<file path="config.mk">
export PLATFORM = sky130hd
export DESIGN_NAME = pipeline_hazard_ctrl_flat
export DESIGN_NICKNAME = d
export VERILOG_FILES = /design/src/rtl/pipeline_hazard_ctrl_if.sv /design/src/rtl/pipeline_hazard_ctrl.sv /design/src/flat_wrapper.sv
export SDC_FILE = /design/constraint.sdc
export NUM_CORES = 1
export LEC_CHECK = 0
export ABC_CLOCK_PERIOD_IN_PS = 3600
export CAP_MARGIN = 20
export CORE_MARGIN = 2
export CORE_UTILIZATION = 34
export CTS_BUF_LIST = sky130_fd_sc_hd__clkbuf_16
export CTS_CLUSTER_DIAMETER = 120
export DETAILED_ROUTE_END_ITERATION = 7
export GPL_TIMING_DRIVEN = 0
export HOLD_SLACK_MARGIN = 0.08
export RECOVER_POWER = 25
export SYNTH_ARGS = -nofsm -noshare
export SYNTH_HDL_FRONTEND = slang
export SYNTH_SLANG_ARGS = --single-unit
</file>
<file path="constraint.sdc">
create_clock -name clk -period 3.6 [get_ports clk]
set_clock_uncertainty 0.15 [all_clocks]
set_input_delay 0.36 -clock clk [delete_from_list [all_inputs] [get_ports clk]]
set_output_delay 0.36 -clock clk [all_outputs]
set_load 0.05 [all_outputs]
</file>
<file path="src/rtl/pipeline_hazard_ctrl_if.sv">
`default_nettype none
//==============================================================================
// Module   : pipeline_hazard_ctrl_if
// Brief    : Pipeline-register fields in, stall/flush/forward controls out.
// Revision : 1.0
//==============================================================================
interface pipeline_hazard_ctrl_if #(
    parameter int RW = 5
);
    logic [RW-1:0] id_rs1;
    logic [RW-1:0] id_rs2;
    logic [RW-1:0] ex_rs1;
    logic [RW-1:0] ex_rs2;
    logic [RW-1:0] ex_rd;
    logic          ex_mem_read;
    logic          ex_reg_write;
    logic          ex_muldiv;
    logic [RW-1:0] mem_rd;
    logic          mem_reg_write;
    logic [RW-1:0] wb_rd;
    logic          wb_reg_write;
    logic          can_branch;
    logic          branch_taken;
    logic          jump;
    logic          mem_req;
    logic          mem_ready;

    logic          stall_front;
    logic          bubble_id_ex;
    logic          flush_if_id;
    logic          freeze_all;
    logic [1:0]    pc_sel;
    logic [1:0]    fwd_a;
    logic [1:0]    fwd_b;
    logic          timeout_err;
    logic [1:0]    state;

    modport master (
        output id_rs1, id_rs2, ex_rs1, ex_rs2, ex_rd, ex_mem_read, ex_reg_write,
               ex_muldiv, mem_rd, mem_reg_write, wb_rd, wb_reg_write,
               can_branch, branch_taken, jump, mem_req, mem_ready,
        input  stall_front, bubble_id_ex, flush_if_id, freeze_all, pc_sel,
               fwd_a, fwd_b, timeout_err, state
    );

    modport slave (
        input  id_rs1, id_rs2, ex_rs1, ex_rs2, ex_rd, ex_mem_read, ex_reg_write,
               ex_muldiv, mem_rd, mem_reg_write, wb_rd, wb_reg_write,
               can_branch, branch_taken, jump, mem_req, mem_ready,
        output stall_front, bubble_id_ex, flush_if_id, freeze_all, pc_sel,
               fwd_a, fwd_b, timeout_err, state
    );
endinterface
`default_nettype wire

</file>
<file path="src/rtl/pipeline_hazard_ctrl.sv">
`default_nettype none
//==============================================================================
// Module   : pipeline_hazard_ctrl
// Brief    : Forwarding select, RAW/load-use stall, control-flow flush and
//            multi-cycle / memory-wait freeze sequencing with timeout trap.
// Revision : 1.0
//==============================================================================
module pipeline_hazard_ctrl #(
    parameter int RW          = 5,
    parameter int MULDIV_LAT  = 4,
    parameter int MEM_TIMEOUT = 255,
    parameter int FWD_EN      = 1
) (
    input  logic                  clk,
    input  logic                  rst,
    pipeline_hazard_ctrl_if.slave bus
);

    typedef enum logic [1:0] {
        S_RUN      = 2'b00,
        S_MD_WAIT  = 2'b01,
        S_MEM_WAIT = 2'b10,
        S_TRAP     = 2'b11
    } state_t;

    localparam logic [RW-1:0] c_reg_zero = '0;

    state_t      r_state;
    logic [15:0] r_wait_cnt;
    logic [4:0]  r_md_cnt;
    logic        r_md_done;

    logic        w_mem_stall;
    logic        w_md_start;
    logic        w_id_match_ex;
    logic        w_id_match_mem;
    logic        w_raw_stall;
    logic        w_branch;
    logic        w_stall_front;
    logic        w_bubble_id_ex;
    logic        w_flush_if_id;
    logic        w_freeze_all;
    logic        w_timeout_err;
    logic [1:0]  w_pc_sel;

    function automatic logic [1:0] fwd_src(input logic [RW-1:0] rs,
                                           input logic          mem_w,
                                           input logic [RW-1:0] mem_rd,
                                           input logic          wb_w,
                                           input logic [RW-1:0] wb_rd);
        if (mem_w && mem_rd != c_reg_zero && mem_rd == rs) return 2'b10;
        if (wb_w && wb_rd != c_reg_zero && wb_rd == rs) return 2'b01;
        return 2'b00;
    endfunction

    assign w_mem_stall    = bus.mem_req && !bus.mem_ready;
    // The multi-cycle op stays in EX after its wait; r_md_done keeps it from re-arming.
    assign w_md_start     = bus.ex_muldiv && !r_md_done;
    assign w_id_match_ex  = (bus.ex_rd != c_reg_zero) &&
                            (bus.ex_rd == bus.id_rs1 || bus.ex_rd == bus.id_rs2);
    assign w_id_match_mem = (bus.mem_rd != c_reg_zero) &&
                            (bus.mem_rd == bus.id_rs1 || bus.mem_rd == bus.id_rs2);
    assign w_raw_stall    = (bus.ex_mem_read && w_id_match_ex) ||
                            ((FWD_EN == 0) && ((bus.ex_reg_write && w_id_match_ex) ||
                                               (bus.mem_reg_write && w_id_match_mem)));
    assign w_branch       = bus.can_branch && bus.branch_taken;

    always_ff @(posedge clk or posedge rst) begin
        if (rst) begin
            r_state    <= S_RUN;
            r_wait_cnt <= 16'd0;
            r_md_cnt   <= 5'd0;
            r_md_done  <= 1'b0;
        end else begin
            unique case (r_state)
                S_RUN: begin
                    if (w_mem_stall) begin
                        r_wait_cnt <= 16'd1;
                        r_state    <= (MEM_TIMEOUT <= 1) ? S_TRAP : S_MEM_WAIT;
                    end else if (w_md_start) begin
                        r_md_cnt  <= 5'd1;
                        r_md_done <= (MULDIV_LAT <= 2);
                        r_state   <= (MULDIV_LAT <= 2) ? S_RUN : S_MD_WAIT;
                    end else begin
                        r_md_done <= 1'b0;
                    end
                end
                S_MD_WAIT: begin
                    if (int'(r_md_cnt) + 1 >= MULDIV_LAT - 1) begin
                        r_state   <= S_RUN;
                        r_md_cnt  <= 5'd0;
                        r_md_done <= 1'b1;
                    end else begin
                        r_md_cnt <= r_md_cnt + 5'd1;
                    end
                end
                S_MEM_WAIT: begin
                    if (bus.mem_ready) begin
                        r_state    <= S_RUN;
                        r_wait_cnt <= 16'd0;
                    end else begin
                        r_wait_cnt <= r_wait_cnt + 16'd1;
                        if (int'(r_wait_cnt) + 1 >= MEM_TIMEOUT) r_state <= S_TRAP;
                    end
                end
                S_TRAP: begin
                    r_state    <= S_RUN;
                    r_wait_cnt <= 16'd0;
                    r_md_done  <= 1'b0;
                end
                default: r_state <= S_RUN;
            endcase
        end
    end

    always_comb begin
        w_stall_front  = 1'b0;
        w_bubble_id_ex = 1'b0;
        w_flush_if_id  = 1'b0;
        w_freeze_all   = 1'b0;
        w_timeout_err  = 1'b0;
        w_pc_sel       = 2'b00;
        if (!rst) begin
            unique case (r_state)
                S_RUN: begin
                    if (w_mem_stall || w_md_start) begin
                        w_freeze_all  = 1'b1;
                        w_stall_front = 1'b1;
                    end else if (bus.jump || w_branch) begin
                        // Redirect squashes the wrong-path instruction, so no load-use stall.
                        w_pc_sel       = bus.jump ? 2'b10 : 2'b01;
                        w_flush_if_id  = 1'b1;
                        w_bubble_id_ex = 1'b1;
                    end else if (w_raw_stall) begin
                        w_stall_front  = 1'b1;
                        w_bubble_id_ex = 1'b1;
                    end
                end
                S_MD_WAIT: begin
                    w_freeze_all  = 1'b1;
                    w_stall_front = 1'b1;
                end
                S_MEM_WAIT: begin
                    w_freeze_all  = !bus.mem_ready;
                    w_stall_front = !bus.mem_ready;
                end
                S_TRAP: begin
                    w_timeout_err  = 1'b1;
                    w_pc_sel       = 2'b11;
                    w_flush_if_id  = 1'b1;
                    w_bubble_id_ex = 1'b1;
                end
                default: ;
            endcase
        end
    end

    assign bus.stall_front  = w_stall_front;
    assign bus.bubble_id_ex = w_bubble_id_ex;
    assign bus.flush_if_id  = w_flush_if_id;
    assign bus.freeze_all   = w_freeze_all;
    assign bus.timeout_err  = w_timeout_err;
    assign bus.pc_sel       = w_pc_sel;
    assign bus.state        = r_state;
    assign bus.fwd_a = (rst || FWD_EN == 0) ? 2'b00 :
                       fwd_src(bus.ex_rs1, bus.mem_reg_write, bus.mem_rd, bus.wb_reg_write, bus.wb_rd);
    assign bus.fwd_b = (rst || FWD_EN == 0) ? 2'b00 :
                       fwd_src(bus.ex_rs2, bus.mem_reg_write, bus.mem_rd, bus.wb_reg_write, bus.wb_rd);

endmodule
`default_nettype wire

</file>
<file path="src/flat_wrapper.sv">
// flat-port wrapper written by rule: the top's interface ports become plain ports
module pipeline_hazard_ctrl_flat 
#(
    parameter int RW          = 5,
    parameter int MULDIV_LAT  = 4,
    parameter int MEM_TIMEOUT = 255,
    parameter int FWD_EN      = 1
)
  (clk, rst, bus_id_rs1, bus_id_rs2, bus_ex_rs1, bus_ex_rs2, bus_ex_rd, bus_ex_mem_read, bus_ex_reg_write, bus_ex_muldiv, bus_mem_rd, bus_mem_reg_write, bus_wb_rd, bus_wb_reg_write, bus_can_branch, bus_branch_taken, bus_jump, bus_mem_req, bus_mem_ready, bus_stall_front, bus_bubble_id_ex, bus_flush_if_id, bus_freeze_all, bus_pc_sel, bus_fwd_a, bus_fwd_b, bus_timeout_err, bus_state);
  pipeline_hazard_ctrl_if #(.RW(RW)) bus_i ();
  input  logic clk;
  input  logic rst;
  input wire logic [$bits(bus_i.id_rs1)-1:0] bus_id_rs1;
  input wire logic [$bits(bus_i.id_rs2)-1:0] bus_id_rs2;
  input wire logic [$bits(bus_i.ex_rs1)-1:0] bus_ex_rs1;
  input wire logic [$bits(bus_i.ex_rs2)-1:0] bus_ex_rs2;
  input wire logic [$bits(bus_i.ex_rd)-1:0] bus_ex_rd;
  input wire logic [$bits(bus_i.ex_mem_read)-1:0] bus_ex_mem_read;
  input wire logic [$bits(bus_i.ex_reg_write)-1:0] bus_ex_reg_write;
  input wire logic [$bits(bus_i.ex_muldiv)-1:0] bus_ex_muldiv;
  input wire logic [$bits(bus_i.mem_rd)-1:0] bus_mem_rd;
  input wire logic [$bits(bus_i.mem_reg_write)-1:0] bus_mem_reg_write;
  input wire logic [$bits(bus_i.wb_rd)-1:0] bus_wb_rd;
  input wire logic [$bits(bus_i.wb_reg_write)-1:0] bus_wb_reg_write;
  input wire logic [$bits(bus_i.can_branch)-1:0] bus_can_branch;
  input wire logic [$bits(bus_i.branch_taken)-1:0] bus_branch_taken;
  input wire logic [$bits(bus_i.jump)-1:0] bus_jump;
  input wire logic [$bits(bus_i.mem_req)-1:0] bus_mem_req;
  input wire logic [$bits(bus_i.mem_ready)-1:0] bus_mem_ready;
  output wire logic [$bits(bus_i.stall_front)-1:0] bus_stall_front;
  output wire logic [$bits(bus_i.bubble_id_ex)-1:0] bus_bubble_id_ex;
  output wire logic [$bits(bus_i.flush_if_id)-1:0] bus_flush_if_id;
  output wire logic [$bits(bus_i.freeze_all)-1:0] bus_freeze_all;
  output wire logic [$bits(bus_i.pc_sel)-1:0] bus_pc_sel;
  output wire logic [$bits(bus_i.fwd_a)-1:0] bus_fwd_a;
  output wire logic [$bits(bus_i.fwd_b)-1:0] bus_fwd_b;
  output wire logic [$bits(bus_i.timeout_err)-1:0] bus_timeout_err;
  output wire logic [$bits(bus_i.state)-1:0] bus_state;
  assign bus_i.id_rs1 = bus_id_rs1;
  assign bus_i.id_rs2 = bus_id_rs2;
  assign bus_i.ex_rs1 = bus_ex_rs1;
  assign bus_i.ex_rs2 = bus_ex_rs2;
  assign bus_i.ex_rd = bus_ex_rd;
  assign bus_i.ex_mem_read = bus_ex_mem_read;
  assign bus_i.ex_reg_write = bus_ex_reg_write;
  assign bus_i.ex_muldiv = bus_ex_muldiv;
  assign bus_i.mem_rd = bus_mem_rd;
  assign bus_i.mem_reg_write = bus_mem_reg_write;
  assign bus_i.wb_rd = bus_wb_rd;
  assign bus_i.wb_reg_write = bus_wb_reg_write;
  assign bus_i.can_branch = bus_can_branch;
  assign bus_i.branch_taken = bus_branch_taken;
  assign bus_i.jump = bus_jump;
  assign bus_i.mem_req = bus_mem_req;
  assign bus_i.mem_ready = bus_mem_ready;
  assign bus_stall_front = bus_i.stall_front;
  assign bus_bubble_id_ex = bus_i.bubble_id_ex;
  assign bus_flush_if_id = bus_i.flush_if_id;
  assign bus_freeze_all = bus_i.freeze_all;
  assign bus_pc_sel = bus_i.pc_sel;
  assign bus_fwd_a = bus_i.fwd_a;
  assign bus_fwd_b = bus_i.fwd_b;
  assign bus_timeout_err = bus_i.timeout_err;
  assign bus_state = bus_i.state;
  pipeline_hazard_ctrl #(.RW(RW), .MULDIV_LAT(MULDIV_LAT), .MEM_TIMEOUT(MEM_TIMEOUT), .FWD_EN(FWD_EN)) u_core (.clk(clk), .rst(rst), .bus(bus_i));
endmodule
</file>
==> results_dict.tcl <==
set metrics [dict create \
    synth_cells 252 \
    syn_area_mm2 0.002077 \
    power.density_mw_per_mm2 489.1 \
    grt_pass1_wl_um 9535 \
    setup_viol 0 \
    grt_pass1_vias 2022 \
    vias 2039 \
    globalRoute.busiestLayer "met2" \
    max_stage_delay_ps 860 \
    clock.fmax_mhz 296.9 \
    finalHoldViolations 0 \
    slew_viol_final 0 \
    drt_iter0_markers 113 \
    rsz0062_at_grt "false" \
    grt_usage_pct 18.02 \
    finalNetCount 369 \
    clkSinkCount 24 \
    fill_cells 591 \
    synth_nets 307 \
    path_class "primary input to primary output" \
    hold_class "primary input to asynchronous set/reset pin" \
    worst_slew_pin_slew_ps 822.4 \
    period_share_pct 93.55 \
    cts_made_buffers 3 \
    hold_buffers 0 \
    use_met1_pct 24.28 \
    postCtsSetupRepairBufs 0 \
    grt_max_degree 26 \
    dp_cells 384 \
    start_kind "primary input" \
    gp_congestion 0.8657 \
    synth_ff_type "dfrtp_1" \
    routedWlPerCell_um 14.47 \
    fin_ws_ps 232.0 \
    io_buffers 57 \
    drive_gt1_share_pct 4.473 \
    route.antenna.remaining_nets 0 \
    area_delta_synth_final_pct 37.41 \
    cts_max_level 1 \
    instances_no_fill 388 \
    fp.dieW_um 82.16 \
    dieArea_mm2 0.006750 \
    crit_chain "clkdlybuf4s50_1 -> or4_1 -> o21ai_1 -> nor3_1 -> nor4_1 -> clkdlybuf4s50_1" \
    use_met2_pct 30.57 \
    synth_edf_count 0 \
    io_pins 60 \
    core-area_mm2 0.005921 \
    final_util_pct 48.20 \
    die_h_um 82.16 \
    grt_overflow_total 0 \
    hpwl_um 4456 \
    place_ws_ps 194.6 \
    synth_seq_area_share_pct 28.92 \
    start_util_pct 35.08 \
    grt.met3_usage_pct 1.739 \
    synth-seq-cells 24 \
    crit_fanout 4 \
    drv_cap 0 \
    rows 28 \
    cpLargestDelayFamily "buffers and inverters" \
    drt_first_pass_iters 4 \
    cts.path.max_buffers 2 \
    setup-tns-final_ps 0 \
    synth.avg_cell_area_um2 8.242 \
    status "complete, no violations" \
    yosysUniqueCellTypes 47 \
    clkLatencyLatePin_ps 260 \
    yosysWarnings 0 \
    viasPerCell 5.255 \
    worstPathArrival_ps 2860 \
    root_buffer "clkbuf_16" \
    min_period_ps 3368 \
    cp_slowest_cell "clkdlybuf4s50_1" \
    diodes 0 \
    peakVddDrop_v 0.0002458 \
    drc_errors 0 \
    slew_headroom_pct 43.75 \
    antenna_found_initial 0 \
    clk_pin_slew_worst_paths_ps 70 \
    worstPathRequired_ps 3090 \
    place_area_mm2 0.002748 \
    p_leak_nw 1.092 \
    fin_area_mm2 0.002854 \
    cts_tree "built" \
    async_reset_ff_share_pct 100.0 \
    end_kind "primary output" \
    routed_wl_um 5615 \
    critPathBufInv 2 \
    critPathMostFrequentCell "clkdlybuf4s50_1" \
]
final cells by class:
class                           count  area, µm²  share of cell area, %
Clock buffer                        3      75.07                  2.630
Multi-Input combinational cell    213       1425                  49.93
Sequential cell                    24      600.6                  21.04
Clock inverter                      1      30.03                  1.052
Buffer                              8      31.28                  1.096
Tap cell                           75      93.84                  3.288
Inverter                            7      27.53                 0.9645
Timing Repair Buffer               57      570.5                  19.99
layout by cell type (no fill, tap or decap), drive strengths merged, types with 4 or more instances in the layout:
| cell | instances |
|---|---|
| o31ai | 11 |
| a31oi | 4 |
| xnor2 | 19 |
| inv | 6 |
| a21oi | 11 |
| and2 | 7 |
| nor2b | 6 |
| ha | 8 |
| nand4 | 7 |
| or4 | 5 |
| xor2 | 14 |
| nand2b | 5 |
| nor3 | 13 |
| nand2 | 17 |
| clkdlybuf4s50 | 57 |
| nor4 | 6 |
| o21ai | 22 |
| nand3 | 13 |
| dfrtp | 24 |
| nor2 | 19 |
| clkbuf | 10 |
stage by stage:
step / hold WS [ps] / power, mW
2_1_floorplan: 298.1 / 0.8375
3_3_place_gp: 328.5 / 1.077
3_5_place_dp: 332.0 / 1.081
4_1_cts: 220.8 / 1.409
5_1_grt: 225.4 / 1.486
6_report: 146.9 / 1.396
logic make-up after synthesis:
group | count (synthesis) | share of synthesized area (%)
compound gates | 65 | 20.06
xor+xnor | 33 | 13.92
fa+ha+maj | 8 | 4.819
buf+inv | 15 | 2.771
flops | 24 | 28.92
mux | 1 | 0.5421
simple gates | 106 | 28.98
report_power, final:
group / switching [mW] / total (mW) / internal [mW] / leakage (nW)
combinational: 0.446 / 0.721 / 0.275 / 0.718
sequential: 0.0434 / 0.348 / 0.305 / 0.323
clock: 0.105 / 0.326 / 0.221 / 0.0511
what timing repair did:
| action | 4_1_cts | 5_1_grt |
|---|---|---|
| hold endpoints to repair | 0 | 0 |
| endpoints found under the setup margin | 0 | 1 |
| resized for setup | 0 | 1 |
cell usage after synthesis (7+ instances only):
master / count / share of area, %
clkbuf_1: 7 / 1.3
nand3_1: 12 / 2.9
ha_1: 8 / 4.8
o21ai_1: 9 / 2.2
dfrtp_1: 24 / 29
nor3_1: 13 / 3.1
o21ai_0: 13 / 3.1
xnor2_1: 19 / 8.0
a21oi_1: 11 / 2.7
and2_1: 7 / 2.1
xor2_1: 14 / 5.9
nand2_1: 16 / 2.9
o31ai_1: 11 / 4.0
nor2_1: 18 / 3.3
routing by layer:
| metal | share of wire (%) | up-vias |
|---|---|---|
| li1 | - | 1057 |
| met1 | 47 | 931 |
| met2 | 49 | 40 |
| met3 | 3.1 | 11 |
| met4 | 1.7 | 0 |
| met5 | 0 | - |
worst reg2reg max path: stages, from the launching register on:
cell     delay (ps)
dfrtp_1         460
ha_1            320
nand3_4         160
nor4_4          390
nand4_1         140
a22o_1          240
o41a_1          350
nor2b_4         150
o32a_1          180
final timing paths:
kind | slack [ps] | endpoint | start | cells after the start
max | 230 | bus_fwd_b[0] | bus_mem_rd[0] | 6
min | 150 | u_core.r_wait_cnt[1] | rst | 2
max reg2reg | 950 | u_core.bus.state[1] | u_core.r_wait_cnt[1] | 8
min reg2reg | 350 | u_core.r_md_cnt[4] | u_core.r_md_cnt[4] | 1
max in group asynchronous | 2850 | u_core.r_md_cnt[0] | rst | 2
min in group clk | 350 | u_core.r_md_cnt[4] | u_core.r_md_cnt[4] | 1
registers in the layout (all words and copies together), names as in the netlist:
name               cells
u_core.r_wait_cnt     16
u_core.bus.state       2
u_core.r_md_done       1
u_core.r_md_cnt        5
(Power assumes the default switching activity.)
